===== config.mk =====
export PLATFORM = sky130hd
export DESIGN_NAME = serial_subtractor_8bit
export DESIGN_NICKNAME = d
export VERILOG_FILES = /design/src/rtl/serial_subtractor_8bit.sv
export SDC_FILE = /design/constraint.sdc
export NUM_CORES = 1
export LEC_CHECK = 0
export CORE_MARGIN = 10
export CORE_UTILIZATION = 35
export DETAILED_ROUTE_END_ITERATION = 8
export MAX_ROUTING_LAYER = met4
export SYNTH_ARGS = -nofsm -noshare
export SYNTH_HDL_FRONTEND = slang
export SYNTH_SLANG_ARGS = --single-unit

===== constraint.sdc =====
create_clock -name clk -period 1.5 [get_ports clk]
set_clock_uncertainty 0.2 [all_clocks]
set_input_delay 0.225 -clock clk [delete_from_list [all_inputs] [get_ports clk]]
set_output_delay 0.225 -clock clk [all_outputs]
set_load 0.02 [all_outputs]

===== src/rtl/serial_subtractor_8bit.sv =====
// ---------------------------------------------------------------------------
// serial_subtractor_8bit
// Bit-serial ripple subtractor: D = a - b - bin (modulo 2^WIDTH), computed
// one bit per clock through a single full-subtractor slice and a registered
// borrow. Control is a start/busy/done handshake.
//
// Ports:
//   clk    rising-edge clock
//   rst    synchronous, active-high reset
//   start  request pulse, honoured only in IDLE
//   a, b   minuend / subtrahend, captured on an accepted start
//   bin    borrow-in, captured on an accepted start
//   busy   high while bits are being shifted (SHIFT)
//   done   single-cycle pulse, D/bout valid from this cycle
//   D      difference, held until the next accepted start
//   bout   final borrow-out (a < b + bin, unsigned), held like D
//   ovf    two's-complement overflow (only with SERIAL_SUB_SIGNED_OVF_EN)
//
// Optional feature macro: SERIAL_SUB_SIGNED_OVF_EN
// ---------------------------------------------------------------------------
module serial_subtractor_8bit #(
    parameter int unsigned WIDTH = 8
) (
    input  logic             clk,
    input  logic             rst,
    input  logic             start,
    input  logic [WIDTH-1:0] a,
    input  logic [WIDTH-1:0] b,
    input  logic             bin,
    output logic             busy,
    output logic             done,
    output logic [WIDTH-1:0] D,
    output logic             bout
`ifdef SERIAL_SUB_SIGNED_OVF_EN
    ,
    output logic             ovf
`endif
);

    localparam int unsigned CNT_W = (WIDTH > 1) ? $clog2(WIDTH) : 1;

    typedef enum logic [1:0] {
        IDLE  = 2'd0,
        SHIFT = 2'd1,
        DONE  = 2'd2
    } state_e;

    state_e             state_q, state_d;
    logic [WIDTH-1:0]   a_q, a_d;
    logic [WIDTH-1:0]   b_q, b_d;
    logic [WIDTH-1:0]   res_q, res_d;
    logic               br_q, br_d;
    logic [CNT_W-1:0]   cnt_q, cnt_d;
    logic               busy_q, busy_d;
    logic               done_q, done_d;
    logic [WIDTH-1:0]   dout_q, dout_d;
    logic               bout_q, bout_d;

    // Full-subtractor slice on the current LSBs
    logic               x_c, y_c, diff_c, borrow_c;

    assign x_c      = a_q[0];
    assign y_c      = b_q[0];
    assign diff_c   = x_c ^ y_c ^ br_q;
    assign borrow_c = (~x_c & y_c) | (~(x_c ^ y_c) & br_q);

`ifdef SERIAL_SUB_SIGNED_OVF_EN
    logic               a_msb_q, a_msb_d;
    logic               b_msb_q, b_msb_d;
    logic               ovf_q, ovf_d;
`endif

    // State and datapath registers
    always_ff @(posedge clk) begin
        if (rst) begin
            state_q <= IDLE;
            a_q     <= '0;
            b_q     <= '0;
            res_q   <= '0;
            br_q    <= 1'b0;
            cnt_q   <= '0;
            busy_q  <= 1'b0;
            done_q  <= 1'b0;
            dout_q  <= '0;
            bout_q  <= 1'b0;
`ifdef SERIAL_SUB_SIGNED_OVF_EN
            a_msb_q <= 1'b0;
            b_msb_q <= 1'b0;
            ovf_q   <= 1'b0;
`endif
        end else begin
            state_q <= state_d;
            a_q     <= a_d;
            b_q     <= b_d;
            res_q   <= res_d;
            br_q    <= br_d;
            cnt_q   <= cnt_d;
            busy_q  <= busy_d;
            done_q  <= done_d;
            dout_q  <= dout_d;
            bout_q  <= bout_d;
`ifdef SERIAL_SUB_SIGNED_OVF_EN
            a_msb_q <= a_msb_d;
            b_msb_q <= b_msb_d;
            ovf_q   <= ovf_d;
`endif
        end
    end

    // Next-state and datapath logic
    always_comb begin
        state_d = state_q;
        a_d     = a_q;
        b_d     = b_q;
        res_d   = res_q;
        br_d    = br_q;
        cnt_d   = cnt_q;
        done_d  = 1'b0;
        dout_d  = dout_q;
        bout_d  = bout_q;
`ifdef SERIAL_SUB_SIGNED_OVF_EN
        a_msb_d = a_msb_q;
        b_msb_d = b_msb_q;
        ovf_d   = ovf_q;
`endif

        unique case (state_q)
            IDLE: begin
                if (start) begin
                    a_d     = a;
                    b_d     = b;
                    br_d    = bin;
                    cnt_d   = '0;
                    dout_d  = '0;
                    bout_d  = 1'b0;
`ifdef SERIAL_SUB_SIGNED_OVF_EN
                    a_msb_d = a[WIDTH-1];
                    b_msb_d = b[WIDTH-1];
                    ovf_d   = 1'b0;
`endif
                    state_d = SHIFT;
                end
            end

            SHIFT: begin
                a_d   = {1'b0, a_q[WIDTH-1:1]};
                b_d   = {1'b0, b_q[WIDTH-1:1]};
                // LSB-first: after WIDTH shifts the first diff lands in bit 0
                res_d = {diff_c, res_q[WIDTH-1:1]};
                br_d  = borrow_c;
                cnt_d = cnt_q + CNT_W'(1);
                if (cnt_q == CNT_W'(WIDTH - 1)) begin
                    state_d = DONE;
                end
            end

            DONE: begin
                done_d  = 1'b1;
                dout_d  = res_q;
                bout_d  = br_q;
`ifdef SERIAL_SUB_SIGNED_OVF_EN
                // Overflow only when operand signs differ and result sign flips away from a
                ovf_d   = (a_msb_q != b_msb_q) & (res_q[WIDTH-1] != a_msb_q);
`endif
                state_d = IDLE;
            end

            default: begin
                state_d = IDLE;
            end
        endcase

        // busy mirrors the state we are entering so it lines up with SHIFT
        busy_d = (state_d == SHIFT);
    end

    assign busy = busy_q;
    assign done = done_q;
    assign D    = dout_q;
    assign bout = bout_q;
`ifdef SERIAL_SUB_SIGNED_OVF_EN
    assign ovf  = ovf_q;
`endif

endmodule


==> reports/results.ini, run 1 <==
[placed_design]
gp_congestion=0.7820
detailedPlace.worstSlack_ns=-0.2061
half_perimeter_wire_length_after_detailed_placement_mm=2.456
placement.io_buffers=30

[layout]
fillers=404
final_common_cell=sky130_fd_sc_hd__dfxtp_1
antenna-diode-count=0
area_delta_synth_final_pct=31.62
drive_gt1_frac=0.1340
layout.cells.most_common_list=39 x sky130_fd_sc_hd__dfxtp_1, 21 x sky130_fd_sc_hd__nor2_1, 19 x sky130_fd_sc_hd__clkdlybuf4s50_1
design.final.nets=216

[global_route]
grt_pass1_vias=1247
fraction_of_met1_tracks_used_by_global_routing=0.1012
grt_util_met3=0.04550
globalRoute.busiestLayer=met2
antenna_found_initial=0
grt_overflow_total=0
use_met2=0.1448
grt_first_pass_wirelength_mm=5.568
grt_start_max_net_pins=31
global_route_total_usage_across_every_layer=0.09286

[sta]
final-hold-violation-count=0
final-setup-viol-count=0
finalWorstPathRequiredPeriod_ns=1.409
relSlewSlack=0.8208
transition_time_at_the_pin_with_the_least_slew_margin_ns=0.2682
post-route-period-util=0.9396
grt_setup_unrepaired=false
maxClockFrequency_ghz=0.7095
final-max-slew-violation-count=0
final.setup.worst_slack_ns=0.09060

[floorplanning]
floorplan.die.height_um=87.67
std_cell_rows=24
die_area_mm2=0.007686
initial_core_util=0.3656
ioPinCount=31
coreArea_mm2=0.004384
die_w_um=87.67

[min_path]
timing.hold.worst_path_depth=2
whs_endpoint=res_q[4]$_SDFFE_PP0P_
hold_path.startpoint=res_q[5]$_SDFFE_PP0P_
class_of_the_worst_hold_path=reg -> reg

[yosys]
mappedNetlistArea_mm2=0.001603
synth_seq_area_share=0.5121
netlist.area_leader.share=0.5121
yosys_warnings=0
yosys.area_share.xor_xnor=0
synth_top_cell_by_area=sky130_fd_sc_hd__dfxtp_1
share_of_the_synthesized_area_in_compound_gates_ao_oa_aoi_oai=0.1819
syn_avg_cell_area_um2=10.27
yosys.cell_types.count=24
synth-adder-area-share=0.02810
post_synth_inst_count=156
synth_seq_cells=41
combinational_family_with_the_most_area_after_synthesis=compound AO/OA/AOI/OAI gates
synthesis.nets=179
muxShareOfSynthArea=0.1062
synth-simple-area-share=0.1202
synth.area.top_cells=sky130_fd_sc_hd__dfxtp_1 51%, sky130_fd_sc_hd__mux2i_1 11%, sky130_fd_sc_hd__a211oi_1 7.5%, sky130_fd_sc_hd__a22o_1 4.9%, sky130_fd_sc_hd__nor2_1 4.9%

[pwr]
cellPowerDensity_mw_per_mm2=1095
total_power_mw=2.309
peakVddDrop_mv=0.5007
power_leakage_nw=0.8666

[clock_tree]
worst_setup_hold_path_clk_slew_ns=0.08
ctsHtreeMaxLevel=2
insertion_delay_ns=0.29
cts_hold_buffers=0
clock_path_buffers=2
cts.sink_count=41
clock_tree.root_cell=sky130_fd_sc_hd__clkbuf_8
number_of_buffers_added_by_the_clock_tree_synthesis_step=5
cts_tree=done

[critical_path]
crit_buf_inv=1
cp_slowest_stage_delay_ns=0.35
reg2reg_slack_ns=0.15
worst-endpoint-required_ns=1.07
cpLargestDelayFamily=buffers and inverters
start_kind=flip-flop
worst_ep_arrival_time_ns=0.98
crit_type=reg -> out
critical_path_cell_sequence=dlygate4sd2_1
r2r_start=state_q[1]$_SDFF_PP0_
critPathSlowestCell=sky130_fd_sc_hd__dlygate4sd2_1
critPathCaptureType=output pin
r2r.worst_path.cells=4
r2r_end=b_q[1]$_SDFFE_PP0P_
critPathMaxFanout=2

[routing]
vias=1215
route.antenna.remaining_nets=0
drcViolationCount=0
firstDrtPassIters=4
drt-wirelength-per-cell_um=12.96
dr.first_iter.drc_count=24
drt-vias-per-instance=4.939
routed_wirelength_mm=3.188

[job]
cap_viol_max_count=0

[outcome]
status=finished, final reports clean

## synth_stat cells
library cell                n
sky130_fd_sc_hd__a22o_1     9
sky130_fd_sc_hd__a21oi_1    7
sky130_fd_sc_hd__clkbuf_1   5
sky130_fd_sc_hd__o21ba_2    2
sky130_fd_sc_hd__fa_1       1
sky130_fd_sc_hd__buf_12     1
sky130_fd_sc_hd__nor3b_4    1
sky130_fd_sc_hd__ha_1       2
sky130_fd_sc_hd__nor3b_1    1
sky130_fd_sc_hd__o21bai_1   1
sky130_fd_sc_hd__inv_1      2
sky130_fd_sc_hd__nand2_1   14
sky130_fd_sc_hd__buf_2      2
sky130_fd_sc_hd__mux2i_1   17
sky130_fd_sc_hd__buf_4      2
sky130_fd_sc_hd__nor2_1    21
sky130_fd_sc_hd__buf_6      1
sky130_fd_sc_hd__nor2_2     1
sky130_fd_sc_hd__nor3_1     3
sky130_fd_sc_hd__a211oi_1  16
sky130_fd_sc_hd__or2b_1     1
sky130_fd_sc_hd__nor2b_1    1
sky130_fd_sc_hd__dfxtp_1   41
sky130_fd_sc_hd__a22oi_1    4
## final cells by class
| class | instances | area, um2 | area share |
|---|---|---|---|
| multi-input combinational | 102 | 704.4 | 0.3339 |
| tap | 52 | 65.06 | 0.03084 |
| clock inverter | 3 | 46.29 | 0.02195 |
| timing repair buffer | 41 | 394.1 | 0.1868 |
| sequential | 41 | 823.3 | 0.3903 |
| clock buffer | 5 | 68.82 | 0.03262 |
| inverter | 2 | 7.507 | 0.003559 |
## cell families (layout without fill, tap and decap cells)
group,Yosys count,count (layout)
and+or+nand+nor,43,43
DFF,41,41
AOI/OAI and AO/OA,39,39
muxes,17,17
buffers and inverters,13,51
adders and majority gates,3,3
## registers in the layout, indices dropped and copies added, names as in the netlist
signal	flops
D	8
a_q	8
b_q	8
res_q	8
cnt_q	3
state_q	2
bout	1
br_q	1
busy	1
done	1
## power breakdown
part / internal [mW] / switching, mW
sequential: 1.14 / 0.0317
combinational: 0.144 / 0.116
clock: 0.498 / 0.381
total: 1.78 / 0.529
## worst max path at each step
stage / startpoint / end / slack, ns / cells after the start
after floorplan: a_q[0]$_SDFFE_PP0P_ / br_q$_SDFFE_PP0P_ / 0.22 / 4
after global placement: start / b_q[6]$_SDFFE_PP0P_ / -0.16 / 5
after detailed placement: start / b_q[4]$_SDFFE_PP0P_ / -0.21 / 5
after CTS: state_q[0]$_SDFF_PP0_ / D[6]$_SDFFE_PP0P_ / 0.05 / 4
after global routing: start / a_q[6]$_SDFFE_PP0P_ / 0.0006 / 5
final: bout$_SDFFE_PP0P_ / bout / 0.09 / 1
## metrics by stage
| step | util | hold slack, ns | instance area, um2 | TNS, ns | std cells |
|---|---|---|---|---|---|
| floorplan | - | 0.1733 | 1603 | 0 | 156 |
| global placement | 0.4563 | 0.2488 | 2001 | -3.213 | 238 |
| detailed placement | 0.4563 | 0.2591 | 2001 | -4.154 | 238 |
| CTS | 0.4795 | 0.2715 | 2102 | 0 | 246 |
| global route | 0.4812 | 0.2914 | 2110 | 0 | 246 |
| finish | 0.4812 | 0.2720 | 2110 | 0 | 246 |
## repair_timing
action	in CTS	in global routing
setup buffers	0	0
hold endpoints to repair	0	0
resized for setup	11	3
setup endpoints to repair	11	14
## layer usage
layer	vias to the layer above	routed length, um
met5	-	0
met4	0	25
met3	4	229
met2	26	1537
met1	558	1396
li1	627	-
Note: power is estimated with default switching activity, not from simulation.
==> inputs of run 2 (changes only) <==
--- a/config.mk
+++ b/config.mk
@@ -9,6 +9,7 @@
 export CORE_UTILIZATION = 35
 export DETAILED_ROUTE_END_ITERATION = 8
 export MAX_ROUTING_LAYER = met4
+export SKIP_LAST_GASP = 1
 export SYNTH_ARGS = -nofsm -noshare
 export SYNTH_HDL_FRONTEND = slang
 export SYNTH_SLANG_ARGS = --single-unit
==> constraint.sdc (replaced) <==
create_clock -name clk -period 1.5 [get_ports clk]
set_clock_uncertainty 0.2 [all_clocks]
set_input_delay 0.375 -clock clk [delete_from_list [all_inputs] [get_ports clk]]
set_output_delay 0.375 -clock clk [all_outputs]
set_load 0.02 [all_outputs]
==> run 2 against run 1 <==
Compared with the run above: routed wire length rose by 0.82%; power shrank 4.4%; combinational power about the same; non-clock buffer count increased by 3; final cell count increased by 1.2%; maximum frequency is 2.7% lower; global-route usage hardly changed; largest power group unchanged; first-iteration DRC count rose by 33%; sequential power about the same; final area decreased by 1.5%; count of clock-buffer cells in the layout up 2; via count grew 0.41%.
==> reports/results.ini, run 2 (synthesis gave the netlist of run 1 again) <==
[layout]
finalNonFillerCells=249
layout.cells.most_common_list=39 x sky130_fd_sc_hd__dfxtp_1, 21 x sky130_fd_sc_hd__nor2_1, 18 x sky130_fd_sc_hd__clkdlybuf4s50_1
area_delta_synth_final_pct=29.59
drive_gt1_frac=0.1980
design.final.nets=219
final_common_cell=sky130_fd_sc_hd__dfxtp_1
antenna-diode-count=0
final_core_utilization=0.4737
final_design_area_no_fill_mm2=0.002077

[pwr]
peakVddDrop_mv=0.4666
cellPowerDensity_mw_per_mm2=1063
total_power_mw=2.208
power_leakage_nw=0.8509

[critical_path]
r2r.worst_path.cells=4
critical_path_cell_sequence=clkdlybuf4s15_2
critPathCaptureType=output pin
r2r_end=b_q[4]$_SDFFE_PP0P_
critPathSlowestCell=sky130_fd_sc_hd__dfxtp_1
crit_buf_inv=1
worst-endpoint-required_ns=0.92
endpoint=D[2]
crit_type=reg -> out
cp-startpoint=D[2]$_SDFFE_PP0P_
critPathMaxFanout=2
r2r_start=state_q[1]$_SDFF_PP0_
critical_path_cell_count=1
reg2reg_slack_ns=0.12
cpLargestDelayFamily=flip-flops
cp_slowest_stage_delay_ns=0.33
start_kind=flip-flop
worst_ep_arrival_time_ns=0.87

[sta]
finalWorstPathRequiredPeriod_ns=1.449
transition_time_at_the_pin_with_the_least_slew_margin_ns=0.2929
relSlewSlack=0.8043
post-route-period-util=0.9659
maxClockFrequency_ghz=0.6902
setup_total_negative_slack_ns=0
grt_setup_unrepaired=false
final-max-slew-violation-count=0
final.setup.worst_slack_ns=0.05112
fin_worst_hold_slack_ns=0.2614
final-setup-viol-count=0
final-hold-violation-count=0

[floorplanning]
initial_core_util=0.3656
die_w_um=87.67
std_cell_rows=24
coreArea_mm2=0.004384
ioPinCount=31
floorplan.die.height_um=87.67
die_area_mm2=0.007686

[clock_tree]
clock_tree.root_cell=sky130_fd_sc_hd__clkbuf_8
cts_tree=done
worst_setup_hold_path_clk_slew_ns=0.07
cts.sink_count=41
postCtsSetupRepairBufs=0
ctsHtreeMaxLevel=2
insertion_delay_ns=0.29
clock_path_buffers=2
number_of_buffers_added_by_the_clock_tree_synthesis_step=5

[global_route]
antenna_found_initial=0
grt_start_max_net_pins=31
grt_first_pass_wirelength_mm=5.540
global_route_total_usage_across_every_layer=0.09327
grt_pass1_vias=1256
grt_overflow_total=0

[job]
cap_viol_max_count=0

[routing]
drcViolationCount=0
routed_wirelength_mm=3.214
firstDrtPassIters=4
vias=1220
drt-vias-per-instance=4.900
drt-wirelength-per-cell_um=12.91
dr.first_iter.drc_count=32
route.antenna.remaining_nets=0

[min_path]
timing.hold.worst_path_depth=2
class_of_the_worst_hold_path=reg -> reg

[placed_design]
gp_congestion=0.7765
placement.io_buffers=30
half_perimeter_wire_length_after_detailed_placement_mm=2.415
placed_cells=241
placed_cell_area_mm2=0.002023
detailedPlace.worstSlack_ns=-0.3489

[outcome]
status=finished, final reports clean

-- run 2: cell count changes in the layout (fill, tap and decap cells not counted), sizes merged --
cell | previous run | this run
buf | 11 | 21
bufinv | 1 | 0
clkbuf | 5 | 10
clkdlybuf4s15 | 0 | 1
clkdlybuf4s50 | 19 | 18
clkinvlp | 1 | 0
dlygate4sd2 | 11 | 1
-- run 2: final cells by class --
type | instances | area [um2]
flip-flops and latches | 41 | 823.3
inverters | 2 | 7.507
well taps | 52 | 65.06
clock buffers | 7 | 96.34
multi-input cells | 102 | 699.4
repair buffers | 44 | 380.4
clock inverters | 1 | 5.005
fillers | 414 | 2307
-- run 2: timing repair --
item / 4_1_cts / 5_1_grt
cloned: 0 / 0
setup endpoints to repair: 17 / 22
resized for setup: 31 / 12
hold buffers: 0 / 0
-- run 2: power breakdown --
part           internal [mW]  leakage (nW)  total [mW]  switching, mW
Clock                  0.416        0.0542       0.778          0.362
Sequential              1.14         0.336        1.17         0.0310
Combinational          0.142         0.460       0.261          0.118
-- run 2: worst min-delay path by stage --
stage	start	to	slack (ns)
2_1_floorplan	res_q[0]$_SDFFE_PP0P_	res_q[0]$_SDFFE_PP0P_	0.24
3_3_place_gp	res_q[0]$_SDFFE_PP0P_	res_q[0]$_SDFFE_PP0P_	0.25
3_5_place_dp	res_q[0]$_SDFFE_PP0P_	res_q[0]$_SDFFE_PP0P_	0.25
4_1_cts	res_q[0]$_SDFFE_PP0P_	res_q[0]$_SDFFE_PP0P_	0.26
5_1_grt	res_q[2]$_SDFFE_PP0P_	res_q[2]$_SDFFE_PP0P_	0.29
6_report	res_q[0]$_SDFFE_PP0P_	res_q[0]$_SDFFE_PP0P_	0.26
-- run 2: layer usage --
layer,global-route usage,share of wire,vias up
met4,0.03478,0.010,0
met2,0.1468,0.44,27
li1,-,-,636
met5,-,0,-
met1,0.09967,0.49,554
met3,0.04457,0.056,3
==> inputs of run 3 (changes only) <==
==> constraint.sdc (replaced) <==
create_clock -name clk -period 1.5 [get_ports clk]
set_clock_uncertainty 0.2 [all_clocks]
set_input_delay 0.375 -clock clk [delete_from_list [all_inputs] [get_ports clk]]
set_output_delay 0.375 -clock clk [all_outputs]
set_load 0.1 [all_outputs]
==> run 3 against run 2 <==
Compared with the run above: utilization increased by 2.5 points; clock power decreased by 13%; global-route usage decreased by 0.062 points; power decreased by 4.3%; routed wire length decreased by 1.3%; count of clock-buffer cells in the layout increased by 1; via count decreased by 2.5%; final cell count decreased by 2.0%; combinational power increased by 2%; sequential power about the same; maximum frequency increased by 2.6%; worst setup slack improved by 0.037 ns; largest power group unchanged.
==> reports/results.ini, run 3 (synthesis gave the netlist of run 1 again) <==
[critical_path]
critPathCaptureType=flip-flop
critical_path_cell_sequence=o21ba_2 > buf_12 > nor2_1 > a211oi_1
r2r.worst_path.cells=4
reg2reg_slack_ns=0.09
crit_type=reg -> reg
critPathSlowestCell=sky130_fd_sc_hd__dfxtp_2
cp_slowest_stage_delay_ns=0.44
r2r_start=state_q[0]$_SDFF_PP0_
critPathMaxFanout=30
start_kind=flip-flop
worst-endpoint-required_ns=1.49
worst_ep_arrival_time_ns=1.40
r2r_end=b_q[6]$_SDFFE_PP0P_

[routing]
route.antenna.remaining_nets=0
firstDrtPassIters=4
drcViolationCount=0
vias=1190
drt-wirelength-per-cell_um=13.00
routed_wirelength_mm=3.172
drt-vias-per-instance=4.877
dr.first_iter.drc_count=24

[layout]
layout.cells.most_common_list=30 x sky130_fd_sc_hd__dfxtp_1, 21 x sky130_fd_sc_hd__nor2_1, 17 x sky130_fd_sc_hd__mux2i_1, 17 x sky130_fd_sc_hd__clkdlybuf4s50_1, 16 x sky130_fd_sc_hd__a211oi_1
design.final.nets=214
final_common_cell=sky130_fd_sc_hd__dfxtp_1
finalNonFillerCells=244
antenna-diode-count=0
drive_gt1_frac=0.2135
area_delta_synth_final_pct=36.53

[floorplanning]
coreArea_mm2=0.004384
floorplan.die.height_um=87.67
die_area_mm2=0.007686
initial_core_util=0.3656
die_w_um=87.67
ioPinCount=31
std_cell_rows=24

[clock_tree]
clock_tree.root_cell=sky130_fd_sc_hd__clkbuf_8
number_of_buffers_added_by_the_clock_tree_synthesis_step=5
cts.sink_count=41
clock_path_buffers=2
cts_tree=done
postCtsSetupRepairBufs=0
insertion_delay_ns=0.29
ctsHtreeMaxLevel=2
cts_hold_buffers=0
worst_setup_hold_path_clk_slew_ns=0.07

[placed_design]
placed_cells=236
gp_congestion=0.7527
placement.io_buffers=30
half_perimeter_wire_length_after_detailed_placement_mm=2.380

[global_route]
global_route_total_usage_across_every_layer=0.09265
grt_overflow_total=0
grt_start_max_net_pins=31
grt_first_pass_wirelength_mm=5.602
antenna_found_initial=0
grt_pass1_vias=1211

[sta]
final-max-slew-violation-count=0
maxClockFrequency_ghz=0.7084
finalWorstPathRequiredPeriod_ns=1.412
fin_worst_hold_slack_ns=0.2619
relSlewSlack=0.8022
final-setup-viol-count=0
transition_time_at_the_pin_with_the_least_slew_margin_ns=0.2962
setup_total_negative_slack_ns=0
final-hold-violation-count=0
post-route-period-util=0.9411

[min_path]
hold_path.startpoint=res_q[0]$_SDFFE_PP0P_
whs_endpoint=res_q[0]$_SDFFE_PP0P_
class_of_the_worst_hold_path=reg -> reg
timing.hold.worst_path_depth=2

[job]
cap_viol_max_count=0

[pwr]
cellPowerDensity_mw_per_mm2=965.4
peakVddDrop_mv=0.6252
power_leakage_nw=0.8566
total_power_mw=2.113

[outcome]
status=finished, final reports clean

## run 3: cell types whose count changed in the layout (fill, tap and decap cells not counted), sizes merged
cell / before / now
clkdlybuf4s50: 18 / 17
buf: 21 / 20
dlymetal6s2s: 0 / 1
clkinv: 1 / 0
clkdlybuf4s15: 1 / 0
clkbuf: 10 / 8
## run 3: how the worst max path moves through the flow
stage | start | cells after the start | end
floorplan | busy$_SDFF_PP0_ | 0 | busy
global placement | start | 5 | b_q[6]$_SDFFE_PP0P_
detailed placement | start | 5 | b_q[6]$_SDFFE_PP0P_
CTS | rst | 3 | res_q[2]$_SDFFE_PP0P_
global route | state_q[0]$_SDFF_PP0_ | 4 | b_q[6]$_SDFFE_PP0P_
finish | state_q[0]$_SDFF_PP0_ | 4 | b_q[6]$_SDFFE_PP0P_
## run 3: where the power goes
group	switching (mW)	internal, mW
Combinational	0.125	0.141
Sequential	0.0325	1.14
Clock	0.345	0.330
Total	0.503	1.61
## run 3: layer usage
metal  wire length (um)  track usage
met1               1455       0.1055
met2               1407       0.1369
met3                263      0.04550
met4                 45      0.03478
met5                  0            -
## run 3: repair_timing
| item | 4_1_cts | 5_1_grt |
|---|---|---|
| pin swaps | 0 | 0 |
| endpoints found under the setup margin | 23 | 27 |
| gates resized for setup | 4 | 3 |
| hold endpoints to repair | 0 | 0 |
## run 3: area by class of cell
class / count / area [um2]
fillers: 397 / 2196
flip-flops and latches: 41 / 834.6
multi-input cells: 102 / 701.9
repair buffers: 39 / 499.2
clock buffers: 8 / 80.08
well taps: 52 / 65.06
inverters: 2 / 7.507
## run 3: metrics by stage
step	setup slack (ns)	instance area, um2	utilization
2_1_floorplan	0.01602	1614	-
3_3_place_gp	-0.3083	2095	0.4777
3_5_place_dp	-0.3356	2095	0.4777
4_1_cts	0.01930	2181	0.4974
5_1_grt	-0.02291	2188	0.4991
6_report	0.08837	2188	0.4991
## run 3: worst max-delay path, delay by kind of cell, from the launching register on
family / cells / cell delay (ns)
AND/OR/NAND/NOR: 1 / 0.06
flip-flops: 1 / 0.44
AO/OA/AOI/OAI: 2 / 0.44
buffers and inverters: 1 / 0.17
==> RTL edit, RTL diff (settings of run 1) <==
Add an input register stage for `start` and `bin`, without a reset; this delays them by one clock. The other inputs are not delayed to match.
--- a/src/rtl/serial_subtractor_8bit.sv
+++ b/src/rtl/serial_subtractor_8bit.sv
@@ -46,2 +46,10 @@
     } state_e;
+
+    logic start_q;
+    logic bin_q;
+
+    always_ff @(posedge clk) begin
+        start_q <= start;
+        bin_q   <= bin;
+    end
 
@@ -128,6 +136,6 @@
             IDLE: begin
-                if (start) begin
+                if (start_q) begin
                     a_d     = a;
                     b_d     = b;
-                    br_d    = bin;
+                    br_d    = bin_q;
                     cnt_d   = '0;
Formal check against the unedited RTL: not equivalent (a bounded check fails within 4 cycles, from zero or initial values and one cycle with rst high).
==> RTL edit against run 1 <==
Design area increased by 1.6%; wire length increased by 5.5%; critical path type unchanged; critical endpoint is now D[4]; power decreased by 4.2%; count of clock-buffer cells in the layout increased by 1; setup slack got worse by 0.011 ns; first-iteration DRC count increased by 100%; sequential power increased by 5%; critical path depth unchanged; final cell count increased by 0.81%; sequential cell count increased by 2; combinational power increased by 5%; highest routed layer unchanged; synthesized area increased by 2.5%; register-to-register slack got worse by 0.02 ns.
==> RTL edit: results <==
export IMPL_status="finished, final reports clean"
export IMPL_syn_nets=181
export IMPL_grt_pass1_vias=1269
export IMPL_synth_cell_type_count=24
export IMPL_gp_congestion=0.7413
export IMPL_cpMaxStageDelayCell="dfxtp_1"
export IMPL_final_nets=218
export IMPL_cp_top_family="flip-flops"
export IMPL_h_tree_depth=2
export IMPL_place_area_um2=2066
export IMPL_portBuffers=30
export IMPL_nFillCells=419
export IMPL_worst_slew_pin_slew_ns=0.2614
export IMPL_critPathMaxFanout=2
export IMPL_critPathMaxStageDelay_ns=0.36
export IMPL_clkTransAtPathRegs_ns=0.08
export IMPL_root_buffer="clkbuf_8"
export IMPL_drive_gt1_share_pct=12.76
export IMPL_yosys_top_cells_area="dfxtp_1, mux2i_1, a211oi_1"
export IMPL_track_usage_pct=9.417
export IMPL_cts_setup_buffers=0
export IMPL_vdd_drop_max_mv=0.5035
export IMPL_cts_buffers=5
export IMPL_grt_pass1_wl_mm=5.678
export IMPL_totalWireLength_mm=3.362
export IMPL_async_reset_ff_share_pct=0
export IMPL_hp_class="in2reg"
export IMPL_synthTopCellsByCount="dfxtp_1, nor2_1, mux2i_1, a211oi_1, nand2_1"
export IMPL_diodes=0
export IMPL_dpl_hpwl_mm=2.532
export IMPL_clock_latency_ns=0.29
export IMPL_ys_seq_area_share_pct=52.40
export IMPL_drtIter0Drc=48
export IMPL_num_vias=1245
export IMPL_synth_warnings=0
export IMPL_arrival_ns=1.00
export IMPL_drt_first_pass_iters=4
export IMPL_max_clock_path_buffers=2
export IMPL_grt_start_max_net_pins=31
export IMPL_leakage_nw=0.8814
export IMPL_antenna_found_initial=0
export IMPL_ant_nets=0
[RTL edit: routing by layer]
| metal | global-route usage [%] | wire (um) | vias to the layer above |
|---|---|---|---|
| li1 | - | - | 636 |
| met1 | 9.909 | 1544 | 580 |
| met2 | 15.67 | 1607 | 27 |
| met3 | 3.676 | 188 | 2 |
| met4 | 3.524 | 22 | 0 |
| met5 | - | 0 | - |
[RTL edit: area by class of cell]
cell class	count	area, um2	share of cell area, %
Clock buffer	6	72.57	3.386
Clock inverter	2	12.51	0.5838
Inverter	2	7.507	0.3503
Multi-Input combinational cell	102	703.2	32.81
Sequential cell	43	863.3	40.28
Tap cell	52	65.06	3.036
Timing Repair Buffer	41	419.2	19.56
[RTL edit: cells by family after synthesis]
kind of cell | Yosys count | share of synthesized area, %
buf+inv | 13 | 5.027
flops | 43 | 52.40
compound gates | 39 | 17.75
mux | 17 | 10.36
fa+ha+maj | 3 | 2.742
simple gates | 43 | 11.73
[RTL edit: path summary, 6_finish.rpt]
check | endpoint | startpoint | cells past startpoint | slack (ns)
setup reg to reg | b_q[5] | state_q[1] | 4 | 0.13
hold reg to reg | res_q[0] | res_q[0] | 2 | 0.26
hold / removal | start_q | start | 1 | 0.18
setup / recovery | D[4] | D[4] | 1 | 0.08
[RTL edit: where the power goes]
group / switching, mW / internal, mW / leakage (nW)
Clock: 0.386 / 0.325 / 0.0412
Combinational: 0.119 / 0.154 / 0.487
Sequential: 0.0337 / 1.19 / 0.353
Total: 0.539 / 1.67 / 0.881
[RTL edit: through the flow]
stage	TNS [ns]	instances	setup slack, ns	hold WS, ns	power (mW)
final	0	248	0.07969	0.1799	2.212
after global routing	0	248	0.03891	0.1800	2.326
after CTS	0	248	0.02657	0.1725	2.235
after detailed placement	-0.9317	240	-0.09380	0.2524	1.530
after global placement	-0.5577	240	-0.06282	0.2516	1.520
after floorplan	0	158	0.2152	0.05272	1.414
[RTL edit: what timing repair did]
action | CTS | global route
pin swaps | 0 | 0
hold endpoints to repair | 0 | 0
resized for setup | 11 | 3
endpoints found under the setup margin | 11 | 20
